[src/rtl/exec_commit_unit_pkg.sv]
// Shared types and constants for the execute-stage condition/commit logic.
package exec_commit_unit_pkg;

  typedef enum logic [3:0] {
    COND_EQ = 4'b0000, COND_NE = 4'b0001, COND_CS = 4'b0010, COND_CC = 4'b0011,
    COND_MI = 4'b0100, COND_PL = 4'b0101, COND_VS = 4'b0110, COND_VC = 4'b0111,
    COND_HI = 4'b1000, COND_LS = 4'b1001, COND_GE = 4'b1010, COND_LT = 4'b1011,
    COND_GT = 4'b1100, COND_LE = 4'b1101, COND_AL = 4'b1110, COND_NV = 4'b1111
  } cond_t;

  localparam int FLAG_N = 3;
  localparam int FLAG_Z = 2;
  localparam int FLAG_C = 1;
  localparam int FLAG_V = 0;

  localparam int FW_NZ = 1;
  localparam int FW_CV = 0;

endpackage

[src/rtl/exec_commit_unit_cond_check.sv]
// Combinational ARM condition evaluation of CondE against the NZCV flags.
// Zero latency; no flow control.
module cond_check
  import exec_commit_unit_pkg::*;
(
  input  logic [3:0] CondE,
  input  logic [3:0] FlagsQ,
  output logic       CondExE
);

  logic w_n, w_z, w_c, w_v;

  assign w_n = FlagsQ[FLAG_N];
  assign w_z = FlagsQ[FLAG_Z];
  assign w_c = FlagsQ[FLAG_C];
  assign w_v = FlagsQ[FLAG_V];

  always_comb begin
    CondExE = 1'b0;
    case (cond_t'(CondE))
      COND_EQ: CondExE = w_z;
      COND_NE: CondExE = ~w_z;
      COND_CS: CondExE = w_c;
      COND_CC: CondExE = ~w_c;
      COND_MI: CondExE = w_n;
      COND_PL: CondExE = ~w_n;
      COND_VS: CondExE = w_v;
      COND_VC: CondExE = ~w_v;
      COND_HI: CondExE = w_c & ~w_z;
      COND_LS: CondExE = ~w_c | w_z;
      COND_GE: CondExE = (w_n == w_v);
      COND_LT: CondExE = (w_n != w_v);
      COND_GT: CondExE = ~w_z & (w_n == w_v);
      COND_LE: CondExE = w_z | (w_n != w_v);
      COND_AL: CondExE = 1'b1;
      COND_NV: CondExE = 1'b0;
    endcase
  end

endmodule

[src/rtl/exec_commit_unit.sv]
// Execute-stage commit: NZCV flag register, condition gating and the E->M register.
// One cycle E->M latency; StallE/FlushE insert a bubble and block flag commits.
module exec_commit_unit
  import exec_commit_unit_pkg::*;
#(
  parameter int n = 32
) (
  input  logic         clk,
  input  logic         reset,
  input  logic         StallE,
  input  logic         FlushE,
  input  logic [3:0]   CondE,
  input  logic [1:0]   FlagWriteE,
  input  logic [3:0]   ALUFlags,
  input  logic         RegWriteE,
  input  logic         MemWriteE,
  input  logic         MemtoRegE,
  input  logic         PCSrcE,
  input  logic         BranchE,
  input  logic [3:0]   WA3E,
  input  logic [n-1:0] ALUResultE,
  input  logic [n-1:0] WriteDataE,
  output logic         CondExE,
  output logic         BranchTakenE,
  output logic [3:0]   FlagsQ,
  output logic         RegWriteM,
  output logic         MemWriteM,
  output logic         MemtoRegM,
  output logic         PCSrcM,
  output logic [3:0]   WA3M,
  output logic [n-1:0] ALUResultM,
  output logic [n-1:0] WriteDataM
);

  logic [3:0]   r_flags;
  logic         r_reg_write, r_mem_write, r_mem_to_reg, r_pc_src;
  logic [3:0]   r_wa3;
  logic [n-1:0] r_alu_result, r_write_data;

  logic w_cond_ex;
  logic w_bubble;
  logic w_commit;

  cond_check u_cond_check (
    .CondE   (CondE),
    .FlagsQ  (r_flags),
    .CondExE (w_cond_ex)
  );

  assign w_bubble = StallE | FlushE;
  assign w_commit = w_cond_ex & ~w_bubble;

  // NZ and CV halves update independently; an unwritten half holds.
  always_ff @(posedge clk) begin
    if (reset) begin
      r_flags <= 4'b0000;
    end else begin
      if (FlagWriteE[FW_NZ] && w_commit) begin
        r_flags[FLAG_N] <= ALUFlags[FLAG_N];
        r_flags[FLAG_Z] <= ALUFlags[FLAG_Z];
      end
      if (FlagWriteE[FW_CV] && w_commit) begin
        r_flags[FLAG_C] <= ALUFlags[FLAG_C];
        r_flags[FLAG_V] <= ALUFlags[FLAG_V];
      end
    end
  end

  // A failed condition still carries data forward; only write enables drop.
  always_ff @(posedge clk) begin
    if (reset || w_bubble) begin
      r_reg_write  <= 1'b0;
      r_mem_write  <= 1'b0;
      r_mem_to_reg <= 1'b0;
      r_pc_src     <= 1'b0;
      r_wa3        <= 4'b0000;
      r_alu_result <= '0;
      r_write_data <= '0;
    end else begin
      r_reg_write  <= RegWriteE & w_cond_ex;
      r_mem_write  <= MemWriteE & w_cond_ex;
      r_mem_to_reg <= MemtoRegE;
      r_pc_src     <= PCSrcE & w_cond_ex;
      r_wa3        <= WA3E;
      r_alu_result <= ALUResultE;
      r_write_data <= WriteDataE;
    end
  end

  assign CondExE      = w_cond_ex;
  assign BranchTakenE = BranchE & w_commit;
  assign FlagsQ       = r_flags;
  assign RegWriteM    = r_reg_write;
  assign MemWriteM    = r_mem_write;
  assign MemtoRegM    = r_mem_to_reg;
  assign PCSrcM       = r_pc_src;
  assign WA3M         = r_wa3;
  assign ALUResultM   = r_alu_result;
  assign WriteDataM   = r_write_data;

endmodule

[config.mk]
export PLATFORM = sky130hd
export DESIGN_NAME = exec_commit_unit
export DESIGN_NICKNAME = d
export VERILOG_FILES = /design/src/rtl/exec_commit_unit_pkg.sv /design/src/rtl/exec_commit_unit_cond_check.sv /design/src/rtl/exec_commit_unit.sv
export SDC_FILE = /design/constraint.sdc
export NUM_CORES = 1
export LEC_CHECK = 0
export ABC_AREA = 1
export ABC_CLOCK_PERIOD_IN_PS = 3500
export BUFFER_PORTS_ARGS = -buffer_cell sky130_fd_sc_hd__buf_2
export CAP_MARGIN = 20
export CORE_MARGIN = 10
export CORE_UTILIZATION = 44
export CTS_CLUSTER_DIAMETER = 100
export DETAILED_ROUTE_END_ITERATION = 8
export PLACE_DENSITY = 0.92
export SYNTH_ARGS = -nofsm -noshare
export SYNTH_HDL_FRONTEND = slang
export SYNTH_SLANG_ARGS = --single-unit
export TNS_END_PERCENT = 1
[constraint.sdc]
create_clock -name clk -period 3.5 [get_ports clk]
set_clock_uncertainty 0.2 [all_clocks]
set_input_delay 0.525 -clock clk [delete_from_list [all_inputs] [get_ports clk]]
set_output_delay 0.525 -clock clk [all_outputs]
set_load 0.01 [all_outputs]
======== Yosys cells after proc, flatten, opt, wreduce, memory -nomap -nowiden ========
Index checks and enable logic that the tools add are counted.
word-level totals
  output and inout port bits .............. 78
  logic and storage cells ................. 46
  bits in writable memories ............... 0
  ROM bits ................................ 0
  memories kept ........................... 0
  bits in latches ......................... 0
  flip-flop bits (word level) ............. 76
  input port bits ......................... 87
cells by class
  shift-type cells ........................ 0
  eq/ne operators ......................... 17
  bitwise logic cells ..................... 15
  reductions and logical operators ........ 4
  multipliers ............................. 0
  $lt $le $gt $ge ......................... 0
  divide/modulo/power cells ............... 0
  muxes and demuxes ....................... 1
  $add $sub $neg .......................... 0
operators with widths
  kind                                            number
  == test 4 bit (second input constant)           8
  == test 4 x 3 -> 1 bit (second input constant)  4
  case mux 1 bit (16 select lines)                1
  == test 4 x 2 -> 1 bit (second input constant)  2
  bitwise AND 1 bit                               7
  NOT 1 bit                                       5
  == test 4 x 1 -> 1 bit (second input constant)  1
  logical NOT 4 bit                               1
  OR 1 bit                                        3
  logical AND 1 bit                               2
  == test 1 bit                                   1
  logical OR 1 bit                                1
  != test 1 bit                                   1

======== Depth between registers and ports, before layout ========
  depth after elaboration ................. 5
  depth in mapped cells ................... 14
  depth with buffers taken out ............ 13

======== Hierarchy ========
Synthesis repeated with hierarchy kept, for this count alone.
unflattened totals
  cell total of the unflattened synthesis .. 307
  area, all modules ....................... 2508.7 sq um
by module, submodules not included
  module            cells each  times used  area each (sq um)
  exec_commit_unit  262         1           2303.5
  cond_check        45          1           205.2

======== Worst setup path before layout ========
Ideal clock, no wire load.
  kind .................................... in2out
  start ................................... in CondE[0]
  end ..................................... out BranchTakenE
  setup slack ............................. 1.252 ns
  buffers on the path ..................... 1
  arrival ................................. 1.523 ns
  stages on the path ...................... 11
  path through ............................ buf_6 -> inv_4 -> nand2_2 -> nor2_2 -> nand2_1 -> nand2_1 -> a21oi_2 -> nand2_2 -> nand2_4 -> a21boi_4 -> and3_1
between the ends
  longest elaborated chain between the ends .. 4
  elaborated cells on any way between the ends .. 19
ends and longest elaborated chain
  what                                   RTL line                           source
  start: declaration                     exec_commit_unit.sv:12             input logic [3:0] CondE,
  == test 4 bit (tied with other cells)  exec_commit_unit_cond_check.sv:20  case (cond_t'(CondE))
  case mux 1 bit (16 select lines) *     exec_commit_unit_cond_check.sv:20
  named net CondExE                      exec_commit_unit.sv:23             output logic CondExE,
  bitwise AND 1 bit *                    exec_commit_unit.sv:51             assign w_commit = w_cond_ex & ~w_bubble;
  bitwise AND 1 bit *                    exec_commit_unit.sv:91             assign BranchTakenE = BranchE & w_commit;
  end: declaration                       exec_commit_unit.sv:24             output logic BranchTakenE,
Mark *: on every way through the listed nets, which the timed path passes. The rest lies on a longest branch.

======== Worst setup path after layout ========
  start ................................... reg r_flags[3] (netlist: FlagsQ[3])
  end ..................................... out BranchTakenE
between the ends
  longest elaborated chain between the ends .. 5
  elaborated cells on any way between the ends .. 8
ends and longest elaborated chain
  what                                            RTL line                                                              source
  start: declaration                              exec_commit_unit.sv:35                                                logic [3:0] r_flags;
  start signal: indexed assignment                exec_commit_unit.sv:59                                                r_flags[FLAG_N] <= ALUFlags[FLAG_N];
  start signal: indexed assignment                exec_commit_unit.sv:60                                                r_flags[FLAG_Z] <= ALUFlags[FLAG_Z];
  start signal: indexed assignment                exec_commit_unit.sv:63                                                r_flags[FLAG_C] <= ALUFlags[FLAG_C];
  != test 1 bit or == test 1 bit (tied branches)  n/a
  OR 1 bit or bitwise AND 1 bit (tied branches)   exec_commit_unit_cond_check.sv:34, exec_commit_unit_cond_check.sv:33
  case mux 1 bit (16 select lines) *              exec_commit_unit_cond_check.sv:20
  bitwise AND 1 bit *                             exec_commit_unit.sv:51
  bitwise AND 1 bit *                             exec_commit_unit.sv:91
Mark *: on every way between the ends. The rest lies on a longest branch, timed or not.

==> impl_results.md <==
- Final Hold Fails: 0
- Rows: 27
- DRT iter0 DRCs: 48
- TritonCTS clock tree: done
- Layout Cells excl Fill: 537
- Cts bufs inserted: 9
- RSZ-0062 raised after global routing: false
- Cells resized by post-CTS repair: 0
- Final TNS setup: 0 ns
- Fin crit share: 0.733
- WS Path Type: flip-flop to primary output
- Die area: 8950 µm²
- Clock sink count: 76
- Area growth, synth to finish: 45.7%
- Peak VDD IR: 0.000434 V
- Worst-path clk slew: 0.08 ns
- Final GP Congestion: 0.798
- Ports: 165
- Power per cell area: 502 nW/µm²
- Post-CTS Hold Buffers: 0
- HP Class: input port to flip-flop
- Initial antenna violation count: 1
- Number of synthesized register bits: 76
- First-pass GRT wire length: 10.8 mm
- Clk buf depth: 2
- DR pass1 iterations: 4
- Postcts setup bufs: 0
- YS warnings: 0
- P_leak: 2.22 nW
- Vias in the first global route: 2,291
- Die width: 94.6 µm
- Core box area: 5440 µm²
- Post-synth top area share: 0.621
- Post-synth top area cell: dfxtp_1
- Commonest non-fill, non-tap cell in the layout: buf_2
- Slew margin rel.: 0.579
- Port Buffer Count: 164
- Cells after Synth: 292
- H-tree depth: 3
- Nets: 547
- Initial Util: 0.450
- Die height: 94.6 µm
- Slew @ Worst Pin: 0.630 ns
- Residual DRC: 0
- Final antenna-violating net count: 0
- Grt ovf: 0
- Endpoints failing setup: 0
- Worst endpoint required time: 2.77 ns
- Synth Cell Area: 2450 µm²
- Worst setup EP type: primary output
- Crit path launch type: flip-flop
- Net Count, Synth: 379
- Highest Clock Rate: 390 MHz
- Detail Placement HPWL: 5.81 mm
- Post-Place Cells: 521
- Status: finished, final reports clean
- Clk_lat worst skew: 0.32 ns
- Routed via count: 2,188
- Detailed-route vias per instance: 4.07
- Synth Area per Inst: 8.39 µm²
- Total GRT Usage: 0.153
- Share of post-route cells with drive strength above 1: 0.434
- Root Driver: clkbuf_8
- Final wirelength: 6.96 mm
- Final Critical Period: 2.57 ns
- Commonest non-fill, non-tap cells in the layout: buf_2, nor2_1, dfxtp_1, inv_1, nand2_1
- Drt wl/cell: 13.0 µm
- Slew Limit Fails: 0
- Largest net degree at the start of global routing: 41
- Synth unique cells: 21
- Register area share after synthesis: 0.621
- Crit path max fanout: 5
- Antenna cells: 0
- Max cap viols: 0
- Synth top area cells: dfxtp_1, nor2_1, inv_1
- Worst EP arrival: 1.84 ns
-- critical path, cell delays in order (launching register included) --
cell and delay (ns):
dfxtp_1 0.39, inv_1 0.07, nand2_1 0.08, nand2_1 0.09, o21ai_0 0.20, a21oi_2 0.06
nand2_2 0.08, nand2_4 0.06, a21boi_4 0.18, and3_1 0.18, buf_2 0.13
-- synth_stat cells, drive strengths merged --
library cell  count
nand4             3
a21boi            1
nor2             87
dfxtp            76
nand3             4
o21ai             1
nand2            28
a21oi             3
xor2              1
inv              78
buf               1
clkbuf            7
and3              1
o22ai             1
-- routing by layer --
layer / vias to the layer above / GRT usage / routed length [µm]
met5: - / 0 / 10
li1: 1151 / - / -
met4: 2 / 0.0636 / 91
met1: 940 / 0.132 / 2200
met2: 84 / 0.291 / 3860
met3: 11 / 0.0753 / 803
-- through the flow --
| step | hold WS, ns | utilization | worst slack (ns) | total power, mW | cell area, µm² |
|---|---|---|---|---|---|
| final | 0.198 | 0.656 | 0.934 | 1.79 | 3570 |
| after CTS | 0.179 | 0.656 | 0.903 | 1.82 | 3570 |
| after floorplan | 0.392 | - | 1.25 | 0.997 | 2450 |
| after global placement | 0.380 | 0.611 | 1.10 | 1.08 | 3330 |
| after global routing | 0.173 | 0.656 | 0.775 | 1.87 | 3570 |
| after detailed placement | 0.385 | 0.615 | 1.03 | 1.09 | 3350 |
-- logic make-up (layout without fill, tap and decap cells) --
family / count (synthesis) / count (layout) / synth area share
buffers and inverters: 86 / 259 / 0.136
AND/OR/NAND/NOR: 123 / 123 / 0.214
AO/OA/AOI/OAI: 6 / 6 / 0.0225
flip-flops: 76 / 76 / 0.621
XOR/XNOR: 1 / 1 / 0.00664
-- cell type report --
class | count | area, µm²
well taps | 72 | 90.1
clock inverters | 6 | 86.3
multi-input cells | 130 | 598
repair buffers | 165 | 841
flip-flops and latches | 76 | 1520
clock buffers | 10 | 138
fillers | 486 | 1870
inverters | 78 | 295
-- power by group --
group,total (mW),switching (mW),internal [mW]
logic,0.169,0.0911,0.0776
clock network,0.727,0.306,0.421
registers,0.895,0.00702,0.888
-- state kept, by name (all words and copies together) (netlist names) --
| name | count |
|---|---|
| MemWriteM | 1 |
| MemtoRegM | 1 |
| WriteDataM | 32 |
| PCSrcM | 1 |
| RegWriteM | 1 |
| WA3M | 4 |
| FlagsQ | 4 |
| ALUResultM | 32 |
-- worst paths after layout --
check | from | to | slack, ns | cells after the start
setup / recovery | FlagsQ[3] | BranchTakenE | 0.93 | 10
hold / removal | ALUResultE[22] | ALUResultM[22] | 0.20 | 3
setup reg to reg | FlagsQ[3] | FlagsQ[3] | 1.75 | 11
hold reg to reg | FlagsQ[1] | FlagsQ[1] | 0.40 | 4
Note: power is estimated with default switching activity, not from simulation.
